[config.mk]
export PLATFORM = sky130hd
export DESIGN_NAME = uart_cmd_ctrl_flat
export DESIGN_NICKNAME = d
export VERILOG_FILES = /design/src/rtl/uart_cmd_ctrl_if.sv /design/src/rtl/uart_cmd_ctrl.sv /design/src/flat_wrapper.sv
export SDC_FILE = /design/constraint.sdc
export NUM_CORES = 1
export LEC_CHECK = 0
export BUFFER_PORTS_ARGS = -buffer_cell sky130_fd_sc_hd__clkbuf_2
export CAP_MARGIN = 20
export CORE_ASPECT_RATIO = 1.2
export CORE_MARGIN = 3
export CORE_UTILIZATION = 35
export CTS_BUF_LIST = sky130_fd_sc_hd__clkbuf_4
export CTS_CLUSTER_DIAMETER = 200
export DETAILED_ROUTE_END_ITERATION = 6
export PLACE_DENSITY = 0.61
export SLEW_MARGIN = 10
export SYNTH_ARGS = -nofsm -noshare
export SYNTH_HDL_FRONTEND = slang
export SYNTH_SLANG_ARGS = --single-unit
[constraint.sdc]
create_clock -name i_Clk -period 3.3 [get_ports i_Clk]
set_clock_uncertainty 0.15 [all_clocks]
set_input_delay 0.495 -clock i_Clk [delete_from_list [all_inputs] [get_ports i_Clk]]
set_output_delay 0.495 -clock i_Clk [all_outputs]
set_load 0.01 [all_outputs]
[src/rtl/uart_cmd_ctrl_if.sv]
// rtl/uart_cmd_ctrl_if.sv - UART byte stream, TX handshake and register-bank signals of uart_cmd_ctrl
interface uart_cmd_ctrl_if;
  logic        i_RX_DV;
  logic [7:0]  i_RX_Byte;
  logic        i_TX_Active;
  logic        o_TX_DV;
  logic [7:0]  o_TX_Byte;
  logic [31:0] o_Regs;
  logic [3:0]  o_Wr_Strobe;
  logic        o_Frame_Err;
  logic        o_Busy;

  modport master (
    output i_RX_DV, i_RX_Byte, i_TX_Active,
    input  o_TX_DV, o_TX_Byte, o_Regs, o_Wr_Strobe, o_Frame_Err, o_Busy
  );

  modport slave (
    input  i_RX_DV, i_RX_Byte, i_TX_Active,
    output o_TX_DV, o_TX_Byte, o_Regs, o_Wr_Strobe, o_Frame_Err, o_Busy
  );
endinterface

[src/rtl/uart_cmd_ctrl.sv]
// rtl/uart_cmd_ctrl.sv - SYNC/CMD/DATA/CHK frame parser driving a 4 x 8-bit register bank
// Optional inter-byte timeout enabled by defining UART_CMD_TIMEOUT_EN.
module uart_cmd_ctrl #(
  parameter logic [7:0] SYNC_BYTE    = 8'hA5,
  parameter int         TIMEOUT_CLKS = 25000
) (
  input logic            i_Clk,
  input logic            i_Rst,
  uart_cmd_ctrl_if.slave bus
);

  typedef enum logic [2:0] {
    ST_IDLE, ST_CMD, ST_DATA, ST_CHK, ST_EXEC, ST_RESP
  } state_t;

  state_t      state;
  logic [7:0]  cmd_q;
  logic [7:0]  data_q;
  logic [31:0] regs_q;
  logic [7:0]  tx_byte_q;
  logic        tx_dv_q;
  logic [3:0]  strobe_q;
  logic        err_q;
  logic [7:0]  chk_calc;

  if (TIMEOUT_CLKS < 2 || TIMEOUT_CLKS > 65535) begin : g_bad_timeout
    $error("TIMEOUT_CLKS must lie in 2..65535");
  end

  assign chk_calc = SYNC_BYTE + cmd_q + data_q;

`ifdef UART_CMD_TIMEOUT_EN
  localparam logic [15:0] TIMEOUT_LAST = 16'(TIMEOUT_CLKS - 1);
  logic [15:0] idle_cnt;
  logic        waiting;
  assign waiting = (state == ST_CMD) || (state == ST_DATA) || (state == ST_CHK);
`endif

  always_ff @(posedge i_Clk) begin
    if (i_Rst) begin
      state     <= ST_IDLE;
      cmd_q     <= '0;
      data_q    <= '0;
      regs_q    <= '0;
      tx_byte_q <= '0;
      tx_dv_q   <= 1'b0;
      strobe_q  <= '0;
      err_q     <= 1'b0;
`ifdef UART_CMD_TIMEOUT_EN
      idle_cnt  <= '0;
`endif
    end else begin
      tx_dv_q  <= 1'b0;
      strobe_q <= '0;
      err_q    <= 1'b0;
      unique case (state)
        ST_IDLE: if (bus.i_RX_DV && bus.i_RX_Byte == SYNC_BYTE) state <= ST_CMD;
        ST_CMD: if (bus.i_RX_DV) begin
          cmd_q <= bus.i_RX_Byte;
          state <= ST_DATA;
        end
        ST_DATA: if (bus.i_RX_DV) begin
          data_q <= bus.i_RX_Byte;
          state  <= ST_CHK;
        end
        ST_CHK: if (bus.i_RX_DV) begin
          if (bus.i_RX_Byte == chk_calc) begin
            state <= ST_EXEC;
          end else begin
            err_q <= 1'b1;
            state <= ST_IDLE;
          end
        end
        ST_EXEC: begin
          state <= ST_IDLE;
          unique case (cmd_q[7:6])
            2'b00: begin
              regs_q[{cmd_q[1:0], 3'b000} +: 8] <= data_q;
              strobe_q <= 4'b0001 << cmd_q[1:0];
            end
            2'b01: state <= ST_RESP;
            2'b10: begin
              regs_q   <= '0;
              strobe_q <= 4'hF;
            end
            default: err_q <= 1'b1;
          endcase
        end
        // The host waits for the reply, so RESP never gives up on a busy transmitter.
        ST_RESP: if (!bus.i_TX_Active) begin
          tx_dv_q   <= 1'b1;
          tx_byte_q <= regs_q[{cmd_q[1:0], 3'b000} +: 8];
          state     <= ST_IDLE;
        end
        default: state <= ST_IDLE;
      endcase
`ifdef UART_CMD_TIMEOUT_EN
      // A byte arriving on the expiry cycle takes priority over the timeout.
      if (!waiting || bus.i_RX_DV) begin
        idle_cnt <= '0;
      end else if (idle_cnt == TIMEOUT_LAST) begin
        idle_cnt <= '0;
        err_q    <= 1'b1;
        state    <= ST_IDLE;
      end else begin
        idle_cnt <= idle_cnt + 16'd1;
      end
`endif
    end
  end

  assign bus.o_Regs      = regs_q;
  assign bus.o_TX_DV     = tx_dv_q;
  assign bus.o_TX_Byte   = tx_byte_q;
  assign bus.o_Wr_Strobe = strobe_q;
  assign bus.o_Frame_Err = err_q;
  assign bus.o_Busy      = (state != ST_IDLE);

endmodule

[src/flat_wrapper.sv]
// flat-port wrapper written by rule: the top's interface ports become plain ports
module uart_cmd_ctrl_flat 
#(
  parameter logic [7:0] SYNC_BYTE    = 8'hA5,
  parameter int         TIMEOUT_CLKS = 25000
)
  (i_Clk, i_Rst, bus_i_RX_DV, bus_i_RX_Byte, bus_i_TX_Active, bus_o_TX_DV, bus_o_TX_Byte, bus_o_Regs, bus_o_Wr_Strobe, bus_o_Frame_Err, bus_o_Busy);
  uart_cmd_ctrl_if bus_i ();
  input logic i_Clk;
  input logic i_Rst;
  input wire logic [$bits(bus_i.i_RX_DV)-1:0] bus_i_RX_DV;
  input wire logic [$bits(bus_i.i_RX_Byte)-1:0] bus_i_RX_Byte;
  input wire logic [$bits(bus_i.i_TX_Active)-1:0] bus_i_TX_Active;
  output wire logic [$bits(bus_i.o_TX_DV)-1:0] bus_o_TX_DV;
  output wire logic [$bits(bus_i.o_TX_Byte)-1:0] bus_o_TX_Byte;
  output wire logic [$bits(bus_i.o_Regs)-1:0] bus_o_Regs;
  output wire logic [$bits(bus_i.o_Wr_Strobe)-1:0] bus_o_Wr_Strobe;
  output wire logic [$bits(bus_i.o_Frame_Err)-1:0] bus_o_Frame_Err;
  output wire logic [$bits(bus_i.o_Busy)-1:0] bus_o_Busy;
  assign bus_i.i_RX_DV = bus_i_RX_DV;
  assign bus_i.i_RX_Byte = bus_i_RX_Byte;
  assign bus_i.i_TX_Active = bus_i_TX_Active;
  assign bus_o_TX_DV = bus_i.o_TX_DV;
  assign bus_o_TX_Byte = bus_i.o_TX_Byte;
  assign bus_o_Regs = bus_i.o_Regs;
  assign bus_o_Wr_Strobe = bus_i.o_Wr_Strobe;
  assign bus_o_Frame_Err = bus_i.o_Frame_Err;
  assign bus_o_Busy = bus_i.o_Busy;
  uart_cmd_ctrl #(.SYNC_BYTE(SYNC_BYTE), .TIMEOUT_CLKS(TIMEOUT_CLKS)) u_core (.i_Clk(i_Clk), .i_Rst(i_Rst), .bus(bus_i));
endmodule
Yosys cells after proc, flatten, opt, wreduce, memory -nomap -nowiden
Cells that the tools add are included.
W data, S select, Z words.
{ "op_classes": {"addsub": 3, "eq_ne": 14, "shifts": 4, "muxes": 16, "bitwise_logic": 3, "n_reduce_logical": 13} }
{ "op_table": {"columns": ["operator", "count"], "rows": [
  ["$pmux W32 S2", 1],
  ["$bwmux W32", 1],
  ["$shift A8 B7 Y32 const A", 1],
  ["$shiftx A32 B6 Y8", 1],
  ["$shiftx A8 B7 Y32", 1],
  ["$mux W3", 7],
  ["$pmux W3 S6", 1],
  ["$add A8 B8 Y8", 1],
  ["$add A8 B8 Y8 const A", 1],
  ["$eq A8 B8 Y1", 1],
  ["$eq A8 B8 Y1 const B", 1],
  ["$ne A2 B2 Y1 const B", 4],
  ["$pmux W4 S2", 1],
  ["$reduce_and A2 Y1", 4],
  ["$neg A5 Y7", 1],
  ["$eq A3 B2 Y1 const B", 2],
  ["$eq A3 B3 Y1 const B", 2],
  ["$reduce_and A5 Y1", 1],
  ["$mux W1", 4],
  ["$reduce_or A2 Y1", 2],
  ["$shl A1 B2 Y4 const A", 1],
  ["$eq A3 B1 Y1 const B", 1],
  ["$logic_not A3 Y1", 1],
  ["$not A1 Y1", 3],
  ["9 further kinds", 9]
]} }
{ "totals": {"reg_bits": 65, "inputBits": 12, "elab_cells": 61} }

Depth between registers and ports, before layout
Gate-level depths: netlist (run 1).
{ "logic_depth": {"word_depth": 6, "mapped_depth": 10, "mapped_depth_nobuf": 10} }

Worst setup path after synthesis (run 1)
OpenSTA, ideal clock, no wires.
{ "synth_timing": {"path_type": "register -> register", "from": "register u_core.cmd_q[0]", "to": "register u_core.state[2]", "setup_time_ns": 0.058, "arrival_time_ns": 2.227, "t_required_ns": 3.092, "slack_ns": 0.865, "path_stages_with_launch": 11, "period_less_slack_ns": 2.435, "path_cell_list": "dfxtp_1 > inv_1 > ha_1 > inv_1 > ha_1 > fa_1 > nand3_1 > a21oi_1 > or3_1 > a211oi_1 > a31o_2"} }
{ "synth_via": {"elab_chain_len": 6} }
{ "synth_lines": {"columns": ["element", "line", "rtl"], "rows": [
  ["from (decl)", "uart_cmd_ctrl.sv:17", "logic [7:0] cmd_q;"],
  ["from (signal assigned)", "uart_cmd_ctrl.sv:59", "cmd_q <= bus.i_RX_Byte;"],
  ["$add A8 B8 Y8 (2 in a row)", "uart_cmd_ctrl.sv:30", "assign chk_calc = SYNC_BYTE + cmd_q + data_q;"],
  ["$eq A8 B8 Y1", "uart_cmd_ctrl.sv:67", "if (bus.i_RX_Byte == chk_calc) begin"],
  ["$mux W3", "uart_cmd_ctrl.sv:67", null],
  ["$mux W3", "uart_cmd_ctrl.sv:66", "ST_CHK: if (bus.i_RX_DV) begin"],
  ["$pmux W3 S6", "uart_cmd_ctrl.sv:56", "unique case (state)"],
  ["to (signal assigned)", "uart_cmd_ctrl.sv:57", "ST_IDLE: if (bus.i_RX_DV && bus.i_RX_Byte == SYNC_BYTE) state <= ST_CMD;"],
  ["to (signal assigned)", "uart_cmd_ctrl.sv:60", "state <= ST_DATA;"],
  ["to (signal assigned)", "uart_cmd_ctrl.sv:68", "state <= ST_EXEC;"],
  ["to (decl)", "uart_cmd_ctrl.sv:16", "state_t state;"]
]} }
Every way passes these cells. The select of a mux whose other input is x is not followed.
A chain may end at the register's enable or synchronous reset.

Worst setup path after layout (run 1)
{ "layout_timing": {"from": "register u_core.data_q[1]", "to": "register u_core.err_q, in the netlist u_core.bus.o_Frame_Err"} }
{ "layout_via": {"elab_chain_len": 5} }
{ "layout_lines": {"columns": ["element", "line", "rtl"], "rows": [
  ["from (decl)", "uart_cmd_ctrl.sv:18", "logic [7:0] data_q;"],
  ["from (signal assigned)", "uart_cmd_ctrl.sv:63", "data_q <= bus.i_RX_Byte;"],
  ["$add A8 B8 Y8", "uart_cmd_ctrl.sv:30", null],
  ["$eq A8 B8 Y1", "uart_cmd_ctrl.sv:67", null],
  ["$mux W1", "uart_cmd_ctrl.sv:67", null],
  ["$mux W1", "uart_cmd_ctrl.sv:66", null],
  ["$pmux W1 S2", "uart_cmd_ctrl.sv:56", null],
  ["to (signal assigned)", "uart_cmd_ctrl.sv:55", "err_q <= 1'b0;"],
  ["to (signal assigned)", "uart_cmd_ctrl.sv:70", "err_q <= 1'b1;"],
  ["to (signal assigned)", "uart_cmd_ctrl.sv:86", "default: err_q <= 1'b1;"],
  ["to (decl)", "uart_cmd_ctrl.sv:23", "logic err_q;"]
]} }
Every way passes these cells.

==> results of run 1 <==
[synthesized netlist by cell type (4+ instances only)]
library cell | instances | area share
a21oi_1 | 46 | 0.072
a22oi_1 | 12 | 0.028
buf_2 | 7 | 0.011
clkbuf_1 | 11 | 0.013
dfxtp_1 | 65 | 0.41
ha_1 | 19 | 0.074
inv_1 | 13 | 0.015
mux2i_1 | 4 | 0.013
mux4_2 | 8 | 0.056
nand2_1 | 55 | 0.064
nand3_1 | 20 | 0.031
nand4_1 | 4 | 0.0078
nor2_1 | 36 | 0.042
nor2b_1 | 8 | 0.016
xnor2_1 | 9 | 0.025
xor2_1 | 4 | 0.011
[worst register-to-register path: stages (launching register included)]
cell	delay [ps]
dfxtp_1	420
ha_1	260
ha_1	230
fa_1	410
nand3_1	120
a21oi_1	80
or3_1	360
a211oi_1	310
a31oi_1	130
[area by class of cell]
cell class	count	area, sq um	share of cell area
Clock buffer	9	67.6	0.0181
Multi-Input combinational cell	269	1780	0.476
Clock inverter	7	71.3	0.0191
Tap cell	117	146	0.0392
Timing Repair Buffer	62	320	0.0858
Inverter	13	48.8	0.0131
Sequential cell	65	1300	0.349
[cell usage in the layout, fill, tap and decap left out, types with 9 or more instances in the layout]
cell / n
a21oi_1: 46
a22oi_1: 12
clkbuf_2: 58
clkbuf_4: 9
dfxtp_1: 65
ha_1: 19
inv_1: 13
nand2_1: 55
nand3_1: 20
nor2_1: 36
xnor2_1: 9
[report_power, final]
group	internal, mW	switching [mW]
clock	0.231	0.303
combinational	0.0134	0.0268
sequential	0.784	0.000282
[cell families (layout without fill, tap and decap cells)]
| kind of cell | count (synthesis) | after routing | share of synthesized area |
|---|---|---|---|
| DFF | 65 | 65 | 0.406 |
| adders and majority gates | 20 | 20 | 0.0805 |
| AOI/OAI and AO/OA | 74 | 74 | 0.135 |
| buffers and inverters | 31 | 91 | 0.0391 |
| and+or+nand+nor | 150 | 150 | 0.235 |
| muxes | 12 | 12 | 0.0687 |
| xor gates and xnor gates | 13 | 13 | 0.0355 |
[final timing paths]
| check | endpoint | slack, ps | cells past startpoint |
|---|---|---|---|
| setup / recovery | u_core.bus.o_Frame_Err$_SDFF_PP0_ | 690 | 8 |
| hold / removal | u_core.data_q[7]$_SDFFE_PP0P_ | 210 | 3 |
| setup reg to reg | u_core.bus.o_Frame_Err$_SDFF_PP0_ | 690 | 8 |
| hold reg to reg | u_core.bus.o_TX_Byte[7]$_SDFFE_PP0P_ | 310 | 2 |
[per-layer routing]
metal | track usage | part of all wire | vias up
li1 | - | - | 1384
met1 | 0.216 | 0.45 | 1280
met2 | 0.267 | 0.50 | 73
met3 | 0.0428 | 0.050 | 5
met4 | 0.0469 | 0.0073 | 0
met5 | 0 | 0 | -
[through the flow]
stage | util | power (mW) | cell area [sq um] | hold WS (ps) | cells
CTS | 0.427 | 1.38 | 3730 | 180 | 542
detailed placement | 0.411 | 0.842 | 3590 | 299 | 526
global route | 0.427 | 1.43 | 3730 | 198 | 542
finish | 0.427 | 1.36 | 3730 | 210 | 542
floorplan | - | 0.825 | 3200 | 315 | 365
global placement | 0.411 | 0.843 | 3590 | 291 | 526
[registers in the layout, indices dropped and copies added, names as in the netlist]
register and cells:
u_core.bus.o_Frame_Err 1, u_core.bus.o_Regs 32, u_core.bus.o_TX_Byte 8, u_core.bus.o_TX_DV 1, u_core.bus.o_Wr_Strobe 4, u_core.cmd_q 8, u_core.data_q 8, u_core.state 3
==> metrics.txt, run 1 <==
port bufs 58; critical path type register to register; first-pass GRT wire length 13400 um; CP max stage delay 420 ps; Power Density 364 nW/um^2; WP buf/inv 0; Initial Util 0.366; share of synthesized flip-flops with an asynchronous set or reset 0; Sink Count 65; CP max-delay cell dfxtp_1; DRT Pass-1 Iters 4; start point of the worst hold path bus_i_RX_Byte[7]; pin count of the biggest net entering global routing 36; CTS H-tree lvls 3; # setup viols final 0; status finished, final reports clean; Die Span Y 111 um; global placer's final weighted congestion a little over 0.8; RR Startpoint u_core.data_q[1]$_SDFFE_PP0P_; Synth Flop Type dfxtp_1; Post-DP HPWL 5940 um; P&R area growth vs syn 16.5%; most used cell, CP ha_1; CTS tree yes; Peak VDD IR ~0.16 mV; hold buffer count at CTS 0; pre-CTS setup slack approximately 700 ps; CTS Buffer Depth 2; Final Cycle Share 0.790; Ports 59; DRC viols 0; Slew HR 0.386; crit-path leading delay family adder cells; Worst Setup End Kind register; Worst Path Arrival 2740 ps; overall global routing resource usage 0.165; leakage 1.49 nW; sequential share of the synthesized area 0.406; Syn Inst Count 365; drt wl/cell 15.3 um; CTS root buf clkbuf_4; CP max FO 6; Row Count 37; CTS resizes 0; crit-path cells ha_1 > ha_1 > fa_1 > nand3_1 > a21oi_1 > or3_1 > a211oi_1 > a31oi_1; startpoint types register; # diodes 0; Post-synth EDFFs 0; Ys Warns 0; Max Freq 0.384 GHz; Seq cells post-synth 65; Syn Nets 397; Synth Area per Inst 8.78 sq um; HP Class primary input to register; total die area between 10000 and 15000 sq um; Period minus WS final approximately 2600 ps; max-slew violations 0; vias in the first global route 2617; nets 452; Fin Setup TNS 0 ps; setup bufs post-CTS 0; layout cells sized above 1 0.221; max-cap violations 0; 1st-iter DRT viols 139; clock latency on the worst-skew pair 410 ps; GRT overflow 0; worst path required time about 3400 ps; initial antenna violation count 0; total of fill cells in the finished design 899; clock-pin slew on the worst setup and hold paths 110 ps; Die X roughly 93 um; synth unique cells 41; unrepaired setup endpoints after global routing no; Total Wirelength 8270 um; worst setup path start u_core.data_q[1]$_SDFFE_PP0P_; Antenna Nets Post-Route 0; CTS buffer count 9; Vias 2742; Final Hold Viols 0; worst slew pin tran 917 ps; Via-to-Cell Ratio 5.06; Syn Std Cell Area 3200 sq um; Core Area 8750 sq um; setup ws final 694 ps
No activity file was read; power rests on OpenSTA's default activity.
==> run 2: changes to the inputs <==
--- a/config.mk
+++ b/config.mk
@@ -5,6 +5,7 @@
 export SDC_FILE = /design/constraint.sdc
 export NUM_CORES = 1
 export LEC_CHECK = 0
+export ABC_AREA = 1
 export BUFFER_PORTS_ARGS = -buffer_cell sky130_fd_sc_hd__clkbuf_2
 export CAP_MARGIN = 20
 export CORE_ASPECT_RATIO = 1.2
==> constraint.sdc (replaced) <==
create_clock -name i_Clk -period 2.4 [get_ports i_Clk]
set_clock_uncertainty 0.15 [all_clocks]
set_input_delay 0.36 -clock i_Clk [delete_from_list [all_inputs] [get_ports i_Clk]]
set_output_delay 0.36 -clock i_Clk [all_outputs]
set_load 0.01 [all_outputs]
==> metrics.txt, run 2 <==
status finished, final reports clean; Total Wirelength 9540 um (+15%); clock latency on the worst-skew pair 410 ps (about the same); Core Area 9610 sq um (+9.9%); global placer's final weighted congestion 0.881 (+9.5%); Layout Cells excl Fill 688 (+27%); vias in the first global route 3173 (+21%); Largest register FFs 32 (unchanged); CTS tree yes; Die X 97.0 um (+4.0%); Antenna Nets Post-Route 0 (unchanged); overall global routing resource usage 0.175 (+0.00989); CTS Buffer Depth 2 (unchanged); design area 4220 sq um (+13%); Worst R2R Path Depth 13 (+5); Final Util 0.439 (+0.0121); Max Freq 0.439 GHz (+14%); Synth Flop Type dfxtp_1; CTS root buf clkbuf_4; Post-DP HPWL 7230 um (+22%); startpoint types register; Placement Cell Area 4010 sq um (+11%); share of synthesized flip-flops with an asynchronous set or reset 0 (unchanged); commonest cells after routing, fill and taps aside nand2_1 (84), dfxtp_1 (61), inv_1 (60); CTS H-tree lvls 3 (unchanged); initial antenna violation count 1 (+1); sequential share of the synthesized area 0.374 (-0.0323); synth unique cells 36 (-12%); max-slew violations 0 (unchanged); nets 591 (+31%); Seq cells post-synth 65 (unchanged); CTS buffer count 9 (unchanged); Fin Setup TNS 0 ps (unchanged); Final Cycle Share 0.950 (+0.160); port bufs 58 (unchanged); Post-synth top cells nand2_1 (85), dfxtp_1 (65), inv_1 (63); Syn Nets 520 (+31%); clock-pin slew on the worst setup and hold paths 100 ps (about the same); layout cells sized above 1 0.220 (-0.00132); Synth top area share 0.374 (-0.0323); Ys Warns 0 (unchanged); Power Density 536 nW/um^2 (+47%); Period minus WS final 2280 ps (-326 ps); 1st-iter DRT viols 142 (+2.2%); post-synth top area cell dfxtp_1; Row Count 39 (+5.4%); HP Class primary input to register; Worst Setup End Kind register; pin count of the biggest net entering global routing 38 (+5.6%); Synth Area per Inst 7.13 sq um (-19%); # setup viols final 0 (unchanged); area occupied by multi-input gates 1910 sq um (+7.5%); first-pass GRT wire length 15600 um (+16%); drt wl/cell 13.9 um (-9.1%); max-cap violations 0 (unchanged); worst path required time 2600 ps (-830 ps); Via-to-Cell Ratio 4.97 (-1.9%); Final Hold Viols 0 (unchanged); CP max FO 3 (-3); Die Span Y 115 um (+4.0%); Syn Std Cell Area 3480 sq um (+8.6%); leakage 1.85 nW (+24%); DRT Pass-1 Iters 4 (unchanged); Power, Total 2.26 mW (+66%); Slew HR 0.695 (+0.309); GRT overflow 0 (unchanged); Vias 3416 (+25%); total die area 11200 sq um (+8.1%); Ports 59 (unchanged); Sink Count 65 (unchanged); Post-synth EDFFs 0 (unchanged); total of fill cells in the finished design 1031 (+15%); critical path type register to register; commonest non-fill, non-tap cell in the layout nand2_1; DRC viols 0 (unchanged); P&R area growth vs syn 21.2%; Reg area 1310 sq um (+0.38%); count leader, synth nand2_1; Syn Inst Count 488 (+34%); worst slew pin tran 456 ps (-461 ps); synth top area cells dfxtp_1 (37%), nand2_1 (9.2%), a21oi_1 (8.1%); Initial Util 0.362 (-0.00411); Peak VDD IR 0.248 mV (+54%); setup bufs post-CTS 0 (unchanged); Inst Count DP 670 (+27%); depth of the worst hold-timing path 3 (unchanged); Worst Path Arrival 2480 ps (-260 ps)
## run 2: worst paths after layout
check / from / to / slack, ps
worst max register to register: u_core.cmd_q[1]$_SDFFE_PP0P_ / u_core.state[2]$_SDFFE_PP0P_ / 120
worst min-delay path: bus_i_RX_Byte[1] / u_core.data_q[1]$_SDFFE_PP0P_ / 110
worst max-delay path: u_core.cmd_q[1]$_SDFFE_PP0P_ / u_core.state[2]$_SDFFE_PP0P_ / 120
worst min register to register: u_core.cmd_q[5]$_SDFFE_PP0P_ / u_core.cmd_q[5]$_SDFFE_PP0P_ / 320
## run 2: final cells by class
class | instances | area share
multi-input combinational | 339 | 0.453
inverter | 68 | 0.0611
timing repair buffer | 76 | 0.101
clock buffer | 12 | 0.0214
antenna | 1 | 0.000593
clock inverter | 4 | 0.0160
tap | 123 | 0.0365
sequential | 65 | 0.310
## run 2: what timing repair did
| action | CTS | global route |
|---|---|---|
| endpoints found under the setup margin | 1 | 6 |
| pin swaps | 0 | 4 |
| hold buffers | 1 | 0 |
| resized for setup | 1 | 9 |
| hold endpoints to repair | 1 | 0 |
## run 2: through the flow
| stage | setup slack (ps) | hold WS [ps] |
|---|---|---|
| finish | 120 | 112 |
| global route | -7.86 | 138 |
| CTS | 25.4 | 95.2 |
| detailed placement | 9.41 | 307 |
| global placement | 44.5 | 294 |
| floorplan | -27.6 | 283 |
## run 2: layer usage
layer / GRT usage / vias to the layer above / share of wire
met2: 0.304 / 79 / 0.48
li1: - / 1768 / -
met5: 0 / - / 0
met4: 0.0805 / 0 / 0.024
met1: 0.213 / 1551 / 0.46
met3: 0.0285 / 18 / 0.038
## run 2: kinds of logic (layout without fill, tap and decap cells)
logic type / count (synthesis) / after routing / synth area share
and+or+nand+nor: 184 / 184 / 0.239
other: 0 / 1 / 0
DFF: 65 / 65 / 0.374
AOI/OAI and AO/OA: 133 / 133 / 0.213
buffers and inverters: 84 / 160 / 0.0949
adders and majority gates: 20 / 20 / 0.0741
xor gates and xnor gates: 2 / 2 / 0.00504
## run 2: critical path, cell delays in order, from the launching register on
cell and delay (ps):
dfxtp_2 370, ha_4 210, ha_4 170, fa_2 540, nand2_1 50, nand2_1 60, nand3_1 70, nor2_1 90
nand2_1 70, nor2_2 90, nand3_1 70, nand2_1 70, nand2_1 60, a21oi_2 130
## run 2: power by group
group          internal, mW  leakage (nW)  switching (mW)  total (mW)
clock network         0.452        0.0866           0.375       0.828
registers              1.09         0.526          0.0149        1.11
logic                 0.114          1.23           0.210       0.324
total                  1.66          1.85           0.600        2.26
==> run 3: changes to the inputs <==
--- a/config.mk
+++ b/config.mk
@@ -14,6 +14,7 @@
 export CTS_BUF_LIST = sky130_fd_sc_hd__clkbuf_4
 export CTS_CLUSTER_DIAMETER = 200
 export DETAILED_ROUTE_END_ITERATION = 6
+export HOLD_SLACK_MARGIN = 0.15
 export PLACE_DENSITY = 0.61
 export SLEW_MARGIN = 10
 export SYNTH_ARGS = -nofsm -noshare
==> metrics.txt, run 3 (same netlist as run 2, synthesis figures left out) <==
CP max-delay cell fa_2; RR Startpoint u_core.cmd_q[1]$_SDFFE_PP0P_; Peak VDD IR 0.247 mV (-0.60%); Power Density 526 nW/um^2 (-1.8%); CTS buffer count 9 (unchanged); leakage 1.88 nW (+1.7%); Final Cycle Share 0.949 (about the same); commonest cells after routing, fill and taps aside nand2_1 (84), dfxtp_1 (61), inv_1 (60); Max Freq 0.439 GHz (about the same); clock-pin slew on the worst setup and hold paths 100 ps (about the same); GRT overflow 0 (unchanged); met1 GRT Util 0.211 (-0.00223); max-cap violations 0 (unchanged); crit-path cells ha_4 > ha_4 > fa_2 > nand2_1 > nand2_1 > nand3_1 > nor2_1 > nand2_1 > nor2_2 > nand3_1 > nand2_1 > nand2_1 > a21oi_2; 1st-iter DRT viols 159 (+12%); CP max stage delay 540 ps (about the same); worst slew pin tran 446 ps (-9.93 ps); Row Count 39 (unchanged); Power, Total 2.27 mW (+0.26%); Period minus WS final 2280 ps (-1.70 ps); crit-path leading delay family adder cells; critical path type register to register; overall global routing resource usage 0.174 (-0.000640); CP max FO 3 (unchanged); Largest register FFs 32 (unchanged); Inst Count DP 670 (unchanged); clock latency on the worst-skew pair 410 ps (about the same); max-slew violations 0 (unchanged); Sink Count 65 (unchanged); port bufs 58 (unchanged); nets 600 (+1.5%); Total Wirelength 9520 um (-0.29%); most used cell, CP nand2_1; grt peak-use layer met2; global placer's final weighted congestion 0.881 (unchanged); CTS root buf clkbuf_4; initial antenna violation count 1 (unchanged); Core Area 9610 sq um (unchanged); Worst Path Arrival 2480 ps (about the same); # setup viols final 0 (unchanged); CTS H-tree lvls 3 (unchanged); CTS Buffer Depth 2 (unchanged); startpoint types register; Die X 97.0 um (unchanged); pin count of the biggest net entering global routing 38 (unchanged); first-pass GRT wire length 15500 um (-0.35%); worst setup path start u_core.cmd_q[1]$_SDFFE_PP0P_; DRT Pass-1 Iters 4 (unchanged); routing usage on met2 0.305 (+0.000921); Final Hold Viols 0 (unchanged); Ports 59 (unchanged); Post-DP HPWL 7230 um (unchanged); Via-to-Cell Ratio 4.97 (about the same); worst path required time 2600 ps (about the same); commonest non-fill, non-tap cell in the layout nand2_1; Hold Slack 178 ps (+65.5 ps); Initial Util 0.362 (unchanged); P&R area growth vs syn 23.8%; Worst Setup End Kind register; vias in the first global route 3177 (+0.13%); setup ws final 122 ps (+1.70 ps); start point of the worst hold path bus_i_RX_DV; met3 Use GR 0.0279 (-0.000607); Die Span Y 115 um (unchanged); CTS tree yes; pre-CTS setup slack 9.41 ps (unchanged); DRC viols 0 (unchanged); WP buf/inv 0 (unchanged); status finished, final reports clean; layout cells sized above 1 0.216 (-0.00345); setup bufs post-CTS 0 (unchanged); Slew HR 0.700 (+0.00512); Layout Cells excl Fill 697 (+1.3%); total die area 11200 sq um (unchanged); Fin Setup TNS 0 ps (unchanged); Vias 3461 (+1.3%); Antenna Nets Post-Route 0 (unchanged); HP Class primary input to register; drt wl/cell 13.7 um (-1.6%)
run 3: final cells by class:
cell class                 count  area (sq um)
sequential                    65          1310
inverter                      68           258
antenna                        1          2.50
fill                        1035          5310
clock inverter                 4          67.6
tap                          123           154
multi-input combinational    339          1910
clock buffer                  12          90.1
timing repair buffer          85           518
run 3: metrics by stage:
| stage | cell area, sq um | util |
|---|---|---|
| 2_1_floorplan | 3520 | - |
| 5_1_grt | 4310 | 0.448 |
| 3_3_place_gp | 4010 | 0.417 |
| 4_1_cts | 4280 | 0.445 |
| 3_5_place_dp | 4010 | 0.417 |
| 6_report | 4310 | 0.448 |
run 3: where the power goes:
| group | switching [mW] | leakage [nW] | internal (mW) |
|---|---|---|---|
| combinational | 0.211 | 1.27 | 0.123 |
| sequential | 0.0148 | 0.526 | 1.09 |
| clock | 0.372 | 0.0866 | 0.452 |
run 3: timing repair:
item,4_1_cts,5_1_grt
hold endpoints to repair,14,0
setup endpoints to repair,1,5
gates resized for setup,1,9
hold buffers,10,0
pin swaps,0,4
run 3: worst paths after layout:
check                           cells after the start  slack (ps)                            end
worst max-delay path                               13         120   u_core.state[2]$_SDFFE_PP0P_
worst min-delay path                                3         180  u_core.data_q[4]$_SDFFE_PP0P_
worst min register to register                      2         320   u_core.cmd_q[5]$_SDFFE_PP0P_
worst max register to register                     13         120   u_core.state[2]$_SDFFE_PP0P_
run 3: worst reg2reg max path: stages (launching register included):
cell and delay [ps]:
dfxtp_2 370, ha_4 210, ha_4 170, fa_2 540, nand2_1 50, nand2_1 60
nand3_1 70, nor2_1 90, nand2_1 70, nor2_2 90, nand3_1 70, nand2_1 70
nand2_1 60, a21oi_2 130
run 3: layer usage:
layer / part of all wire / up-vias
li1: - / 1786
met5: 0 / -
met2: 0.48 / 83
met3: 0.044 / 14
met1: 0.45 / 1578
met4: 0.021 / 0
